## src/rtl/ram_pattern_writer.sv

```systemverilog
// RAM bring-up engine: fills a sync RAM with (addr + SEED), reads it back
// through a latency-matched compare pipeline, reports pass/err/fail_addr.
module ram_pattern_writer #(
    parameter int                 ADDR_W = 5,
    parameter int                 DATA_W = 8,
    parameter logic [DATA_W-1:0]  SEED   = 8'hA5,
    parameter int                 RD_LAT = 1
) (
    input  logic              clk,
    input  logic              rst_n,
    input  logic              start,
    output logic              ram_we,
    output logic [ADDR_W-1:0] ram_addr,
    output logic [DATA_W-1:0] ram_din,
    input  logic [DATA_W-1:0] ram_dout,
    output logic              busy,
    output logic              done,
    output logic              pass,
    output logic [ADDR_W:0]   err_count,
    output logic [ADDR_W-1:0] fail_addr
);

    typedef enum logic [2:0] {
        S_IDLE,
        S_WRITE,
        S_READ,
        S_DRAIN,
        S_DONE
    } state_t;

    localparam logic [ADDR_W-1:0] ADDR_LAST  = '1;
    localparam logic [ADDR_W-1:0] ADDR_ONE   = 1;
    localparam logic [ADDR_W:0]   ERR_ONE    = 1;
    localparam logic [1:0]        DRAIN_LAST = 2'(RD_LAT - 1);

    state_t              state_q, state_d;
    logic [ADDR_W-1:0]   addr_q, addr_d;
    logic                we_q, we_d;
    logic [DATA_W-1:0]   din_q, din_d;
    logic                busy_q, busy_d;
    logic                done_q, done_d;
    logic                pass_q, pass_d;
    logic [ADDR_W:0]     err_q, err_d;
    logic [ADDR_W-1:0]   fail_q, fail_d;
    logic [1:0]          drain_q, drain_d;
    logic [RD_LAT-1:0]   vld_q, vld_d;
    logic [ADDR_W-1:0]   dly_q [RD_LAT];
    logic [ADDR_W-1:0]   dly_d [RD_LAT];

    logic [ADDR_W-1:0]   addr_nxt;
    logic [DATA_W-1:0]   exp_data;

    assign addr_nxt = addr_q + ADDR_ONE;
    assign exp_data = DATA_W'(dly_q[RD_LAT-1]) + SEED;

    always_comb begin
        state_d = state_q;
        addr_d  = addr_q;
        we_d    = we_q;
        din_d   = din_q;
        busy_d  = busy_q;
        done_d  = 1'b0;
        pass_d  = pass_q;
        err_d   = err_q;
        fail_d  = fail_q;
        drain_d = drain_q;

        // Read issue tracking: address and valid ride along with RAM latency
        vld_d[0] = (state_q == S_READ);
        dly_d[0] = addr_q;
        for (int i = 1; i < RD_LAT; i++) begin
            vld_d[i] = vld_q[i-1];
            dly_d[i] = dly_q[i-1];
        end

        if (vld_q[RD_LAT-1] && (ram_dout != exp_data)) begin
            err_d = err_q + ERR_ONE;
            if (err_q == '0) begin
                fail_d = dly_q[RD_LAT-1];
            end
        end

        unique case (state_q)
            S_IDLE: begin
                we_d   = 1'b0;
                busy_d = 1'b0;
                if (start) begin
                    state_d = S_WRITE;
                    addr_d  = '0;
                    we_d    = 1'b1;
                    din_d   = SEED;
                    busy_d  = 1'b1;
                    err_d   = '0;
                    pass_d  = 1'b0;
                    fail_d  = '0;
                end
            end
            S_WRITE: begin
                if (addr_q == ADDR_LAST) begin
                    state_d = S_READ;
                    addr_d  = '0;
                    we_d    = 1'b0;
                    din_d   = '0;
                end else begin
                    addr_d = addr_nxt;
                    din_d  = DATA_W'(addr_nxt) + SEED;
                end
            end
            S_READ: begin
                if (addr_q == ADDR_LAST) begin
                    state_d = S_DRAIN;
                    addr_d  = '0;
                    drain_d = '0;
                end else begin
                    addr_d = addr_nxt;
                end
            end
            S_DRAIN: begin
                if (drain_q == DRAIN_LAST) begin
                    state_d = S_DONE;
                    busy_d  = 1'b0;
                end else begin
                    drain_d = drain_q + 2'd1;
                end
            end
            S_DONE: begin
                state_d = S_IDLE;
                done_d  = 1'b1;
                pass_d  = (err_q == '0);
            end
            default: begin
                state_d = S_IDLE;
                we_d    = 1'b0;
                busy_d  = 1'b0;
            end
        endcase
    end

    always_ff @(posedge clk or negedge rst_n) begin
        if (!rst_n) begin
            state_q <= S_IDLE;
            addr_q  <= '0;
            we_q    <= 1'b0;
            din_q   <= '0;
            busy_q  <= 1'b0;
            done_q  <= 1'b0;
            pass_q  <= 1'b0;
            err_q   <= '0;
            fail_q  <= '0;
            drain_q <= '0;
            vld_q   <= '0;
            for (int i = 0; i < RD_LAT; i++) begin
                dly_q[i] <= '0;
            end
        end else begin
            state_q <= state_d;
            addr_q  <= addr_d;
            we_q    <= we_d;
            din_q   <= din_d;
            busy_q  <= busy_d;
            done_q  <= done_d;
            pass_q  <= pass_d;
            err_q   <= err_d;
            fail_q  <= fail_d;
            drain_q <= drain_d;
            vld_q   <= vld_d;
            for (int i = 0; i < RD_LAT; i++) begin
                dly_q[i] <= dly_d[i];
            end
        end
    end

    assign ram_we    = we_q;
    assign ram_addr  = addr_q;
    assign ram_din   = din_q;
    assign busy      = busy_q;
    assign done      = done_q;
    assign pass      = pass_q;
    assign err_count = err_q;
    assign fail_addr = fail_q;

endmodule

```

## config.mk

```make
export PLATFORM = sky130hd
export DESIGN_NAME = ram_pattern_writer
export DESIGN_NICKNAME = d
export VERILOG_FILES = /design/src/rtl/ram_pattern_writer.sv
export SDC_FILE = /design/constraint.sdc
export NUM_CORES = 1
export LEC_CHECK = 0
export ABC_AREA = 0
export CAP_MARGIN = 10
export CORE_ASPECT_RATIO = 1.1
export CORE_UTILIZATION = 52
export DETAILED_ROUTE_END_ITERATION = 10
export MAX_ROUTING_LAYER = met4
export PLACE_DENSITY = 0.8
export SYNTH_ARGS = -nofsm -noshare
export SYNTH_HDL_FRONTEND = slang
export SYNTH_SLANG_ARGS = --single-unit
```

## constraint.sdc

```tcl
create_clock -name clk -period 2.35 [get_ports clk]
set_input_delay 0.47 -clock clk [delete_from_list [all_inputs] [get_ports clk]]
set_output_delay 0.47 -clock clk [all_outputs]
set_load 0.02 [all_outputs]
```

[Yosys cells after proc, flatten, opt, wreduce, memory -nomap -nowiden]
Cells that the tools add are included.
Cells by class
  equal/unequal tests: 11
  reduce and logical (&&, ||, !) cells: 18
  muxes and demuxes: 29
  bitwise operators: 2
  $add $sub $neg: 5
Operator list (number)
  $mux 5: 6
  $mux 6: 3
  $add 5x8->8 const B: 2
  $mux 8: 2
  $pmux 8 s2: 1
  $mux 3: 4
  $pmux 3 s4: 1
  $pmux 5 s2: 1
  $reduce_and 2->1: 5
  $ne 2x2->1 const B: 4
  $ne 8x8->1: 1
  $reduce_bool 2->1: 4
  $add 6x1->6 const B: 1
  $eq 3x2->1 const B: 2
  $logic_not 6->1: 1
  $pmux 1 s3: 2
  $reduce_or 3->1: 2
  $add 5x1->5 const B: 1
  $eq 5x5->1 const B: 1
  $mux 1: 5
  $mux 2: 2
  $pmux 2 s2: 1
  $reduce_and 4->1: 1
  $eq 3x1->1 const B: 1
  other kinds (10): 11
Storage, ports and cells
  input port bits: 11
  logic and storage cells: 77
  bits in registers: 39
  output and inout port bits: 28

[Depth between registers and ports, before layout]
  word-level depth: 6
  depth in mapped cells: 8
  depth with buffers taken out: 8

[Worst setup path before layout]
Ideal clock, no wire load.
  path type: reg-to-reg
  start: register addr_q[0] (netlist: ram_addr[0])
  end: register drain_q[0]
  setup slack: 0.471 ns
  data required time: 2.225 ns
  buffers on the path: 1
  arrival: 1.754 ns
  stages on the path, launching flop included: 7
  clock period less this slack: 1.879 ns
  cells stage by stage: dfrtp_1 -> ha_1 -> and3_1 -> ha_1 -> clkbuf_1 -> a21oi_1 -> mux2_2
On the way
  cells in the longest elaborated chain, start to end: 3
RTL lines
  from (decl): RTL line 37  | logic [ADDR_W-1:0] addr_q, addr_d;
  from (signal assigned): RTL line 157  | addr_q <= addr_d;
  $eq 5x5->1: RTL line 110  | if (addr_q == ADDR_LAST) begin
  $ne 2x1->1 (no line)
  $reduce_and 3->1 (no line)
  to (signal assigned): RTL line 165  | drain_q <= drain_d;
  to (decl): RTL line 45  | logic [1:0] drain_q, drain_d;
No other way between the ends.
A chain may end at the register's enable or synchronous reset.

[Worst setup path in the final report]
  start: register addr_q[0] (netlist: ram_addr[0])
  end: register addr_q[2] (netlist: ram_addr[2])
On the way
  cells in the longest elaborated chain, start to end: 3
RTL lines
  $add 5x1->5 or $eq 5x5->1 (tied branches): RTL line 53, 99, 110
  $mux 5 *: RTL line 99, 110
  $pmux 5 s2 *: RTL line 83  | unique case (state_q)
Every way passes the cells marked *; elsewhere a longest branch is shown, timed or not.

==> impl_metrics.env <==
export IMPL_place_ws_ns=0.1582
export IMPL_fillCellCount=299
export IMPL_drcViolationCount=0
export IMPL_path_cells="ha_1 -> and3_1 -> ha_1 -> o21bai_1 -> nor2_1 -> o21ai_1 -> o21ai_0"
export IMPL_coreArea_mm2=0.003712
export IMPL_hold_viol_final=0
export IMPL_seqPwrFrac_pct=35.6
export IMPL_relSlewSlack_pct=43.03
export IMPL_outcome="complete, no violations"
export IMPL_wl_per_cell_um=13.46
export IMPL_synthesis_nets=228
export IMPL_clock_skew_ns=0.007677
export IMPL_postCtsSetupBuffers=0
export IMPL_timing_critical_path_to="ram_addr[2]"
export IMPL_cp_startpoint="ram_addr[0]"
export IMPL_area_delta_synth_final_pct=25.12
export IMPL_p_leak_nw=1.092
export IMPL_min_period_ns=2.021
export IMPL_tightest_slew_ns=0.8545
export IMPL_syn_area_per_cell_um2=9.795
export IMPL_slowest_delay_ns=0.50
export IMPL_r2r_end="ram_addr[2]"
export IMPL_clk_path_buf_depth=2
export IMPL_gp_congestion=0.8155
export IMPL_end_kind="register"
export IMPL_fp_dieW_um=61.97
export IMPL_avgViaCountPerCell=5.355
export IMPL_synthTopCellsByArea="dfrtp_1, nand2_1, ha_1, xnor2_1, a21oi_1"
export IMPL_synth_top_cell_by_area="dfrtp_1"
export IMPL_tns_ns=0
export IMPL_switching_share_pct=41.27
export IMPL_drive_gt1_share_pct=9.163
export IMPL_hold_buffers=0
export IMPL_numPortBuffers=38
export IMPL_num_io_pins=39
export IMPL_gr_total_overflow=0
export IMPL_synth_area_mm2=0.002057
export IMPL_initial_core_util_pct=55.41
export IMPL_path_common_cell="ha_1"
export IMPL_dp_hpwl_mm=2.903
export IMPL_synth_most_common_cell="dfrtp_1"
export IMPL_synth_cell_types=47
export IMPL_grt_pass1_wl_mm=6.582
export IMPL_switchingPower_mw=1.369
export IMPL_power_share_clock_pct=13.7
export IMPL_antenna_found_initial=0
export IMPL_reg2reg_from="ram_addr[0]"
export IMPL_final_setup_viol_count=0
export IMPL_p_int_mw=1.949
export IMPL_ant_nets=0
export IMPL_wl_mm=4.051
export IMPL_async_flop_share_pct=100.0
export IMPL_rows=23
export IMPL_diodes=0
export IMPL_htreeDepth=2
export IMPL_drtIter0Drc=119
export IMPL_synth_top_area_share_pct=47.45
export IMPL_clkLatencyLatePin_ns=0.29
export IMPL_vias=1612
export IMPL_synth_edf_count=0
export IMPL_grt_total_usage_pct=21.98
export IMPL_cp_max_fo=12
export IMPL_post_route_period_util_pct=86.01
export IMPL_path_class="register to register"
export IMPL_start_kind="register"
export IMPL_worst_ir_drop_vdd_v=0.0006973
export IMPL_r2r_cells=7
export IMPL_fmax_mhz=494.7
export IMPL_regToRegSetupSlack_ns=0.33
export IMPL_dr_pass1_iters=5
export IMPL_synth_warnings=0
export IMPL_rsz0062_at_grt="no"
export IMPL_cts_made_buffers=5
export IMPL_cts_resized=0
export IMPL_syn_inst=210
export IMPL_p_comb_share_pct=50.7
export IMPL_cts_tree="built"
export IMPL_power_density_mw_per_mm2=1289
export IMPL_ys_flop_type="dfrtp_1"
export IMPL_ys_seq_area_share_pct=47.45
export IMPL_max_cap_viol_count=0
export IMPL_clkTransAtPathRegs_ns=0.07
export IMPL_die_area_mm2=0.004211
export IMPL_worstHoldPathType="primary input to async pin"
export IMPL_cp_slowest_cell="dfrtp_1"
export IMPL_synth_commonest_cells="dfrtp_1, nand2_1, nor2_1"
export IMPL_ys_ff_latch=39
export IMPL_worst_ep_required_time_ns=2.51
export IMPL_grt_pass1_vias=1470
export IMPL_clock_root_buffer="clkbuf_8"
export IMPL_dieHeight_um=67.97
export IMPL_crit_arrival_ns=2.18
export IMPL_final_nets=269
export IMPL_drv_slew=0
export IMPL_grt_max_degree=40
export IMPL_cts_sinks=39
export IMPL_finalWorstSetupSlack_ns=0.3288
through the flow:
step | instance area, µm² | util (%) | cells | power, mW | hold WS (ns)
after floorplan | 2057 | - | 210 | 2.295 | 0.1744
after global placement | 2486 | 66.97 | 294 | 2.850 | 0.4638
after detailed placement | 2486 | 66.97 | 294 | 2.879 | 0.4617
after CTS | 2574 | 69.33 | 301 | 3.347 | 0.3223
after global routing | 2574 | 69.33 | 301 | 3.554 | 0.3785
final | 2574 | 69.33 | 301 | 3.318 | 0.2914
per-layer routing:
metal	global-route usage (%)	vias up	wire, µm
li1	-	808	-
met1	28.66	750	1938
met2	34.04	44	1916
met3	4.537	10	139
met4	7.222	0	57
met5	-	-	0
how the worst min path moves through the flow:
stage / endpoint / slack [ns] / depth (start not counted)
after detailed placement: dly_q[3] / 0.46 / 0
after global routing: ram_din[0] / 0.38 / 1
after global placement: dly_q[3] / 0.46 / 0
after CTS: ram_din[7] / 0.32 / 1
final: ram_addr[3] / 0.29 / 1
after floorplan: busy / 0.17 / 0
registers in the layout, summed over array words and instances, names as in the netlist, 2 cells and up:
register   cells
ram_din        8
err_count      6
dly_q          5
fail_addr      5
ram_addr       5
state_q        3
drain_q        2
kinds of logic (layout without fill, tap and decap cells):
family	Yosys count	count (layout)	share of synthesized area, %
AOI/OAI and AO/OA	48	48	14.60
xor gates and xnor gates	16	16	7.543
adders and majority gates	7	7	4.258
buffers and inverters	15	56	3.162
DFF	39	39	47.45
muxes	7	7	3.467
and+or+nand+nor	78	78	19.52
layout make-up:
class,count,area [µm²],share of cell area [%]
clock buffer,6,82.58,3.209
tap,50,62.56,2.431
multi-input combinational,156,1016,39.47
sequential,39,975.9,37.92
timing repair buffer,42,405.4,15.75
inverter,7,26.28,1.021
clock inverter,1,5.005,0.1945
cell usage in the layout, fill, tap and decap left out, types with 7 or more instances in the layout:
cell	Yosys	final
clkdlybuf4s50_1	0	37
a21oi_1	12	12
ha_1	7	7
nor2_1	16	16
o21ai_0	12	12
nand2_1	28	28
dfrtp_1	39	39
xnor2_1	10	10
power groups by stage:
stage          Combinational, mW  Clock [mW]  Sequential (mW)
2_1_floorplan              0.995           0             1.30
3_3_place_gp                1.66           0             1.19
3_5_place_dp                1.68           0             1.19
4_1_cts                     1.70       0.467             1.18
5_1_grt                     1.85       0.483             1.22
6_report                    1.68       0.453             1.18
worst max-delay path, delay by kind of cell, from the launching register on:
family                   cells  cell delay [ns]
AO/OA/AOI/OAI                3             0.48
adder cells (fa/ha/maj)      2             0.64
flip-flops                   1             0.50
AND/OR/NAND/NOR              2             0.26
Power figures use the tool's default switching activity.
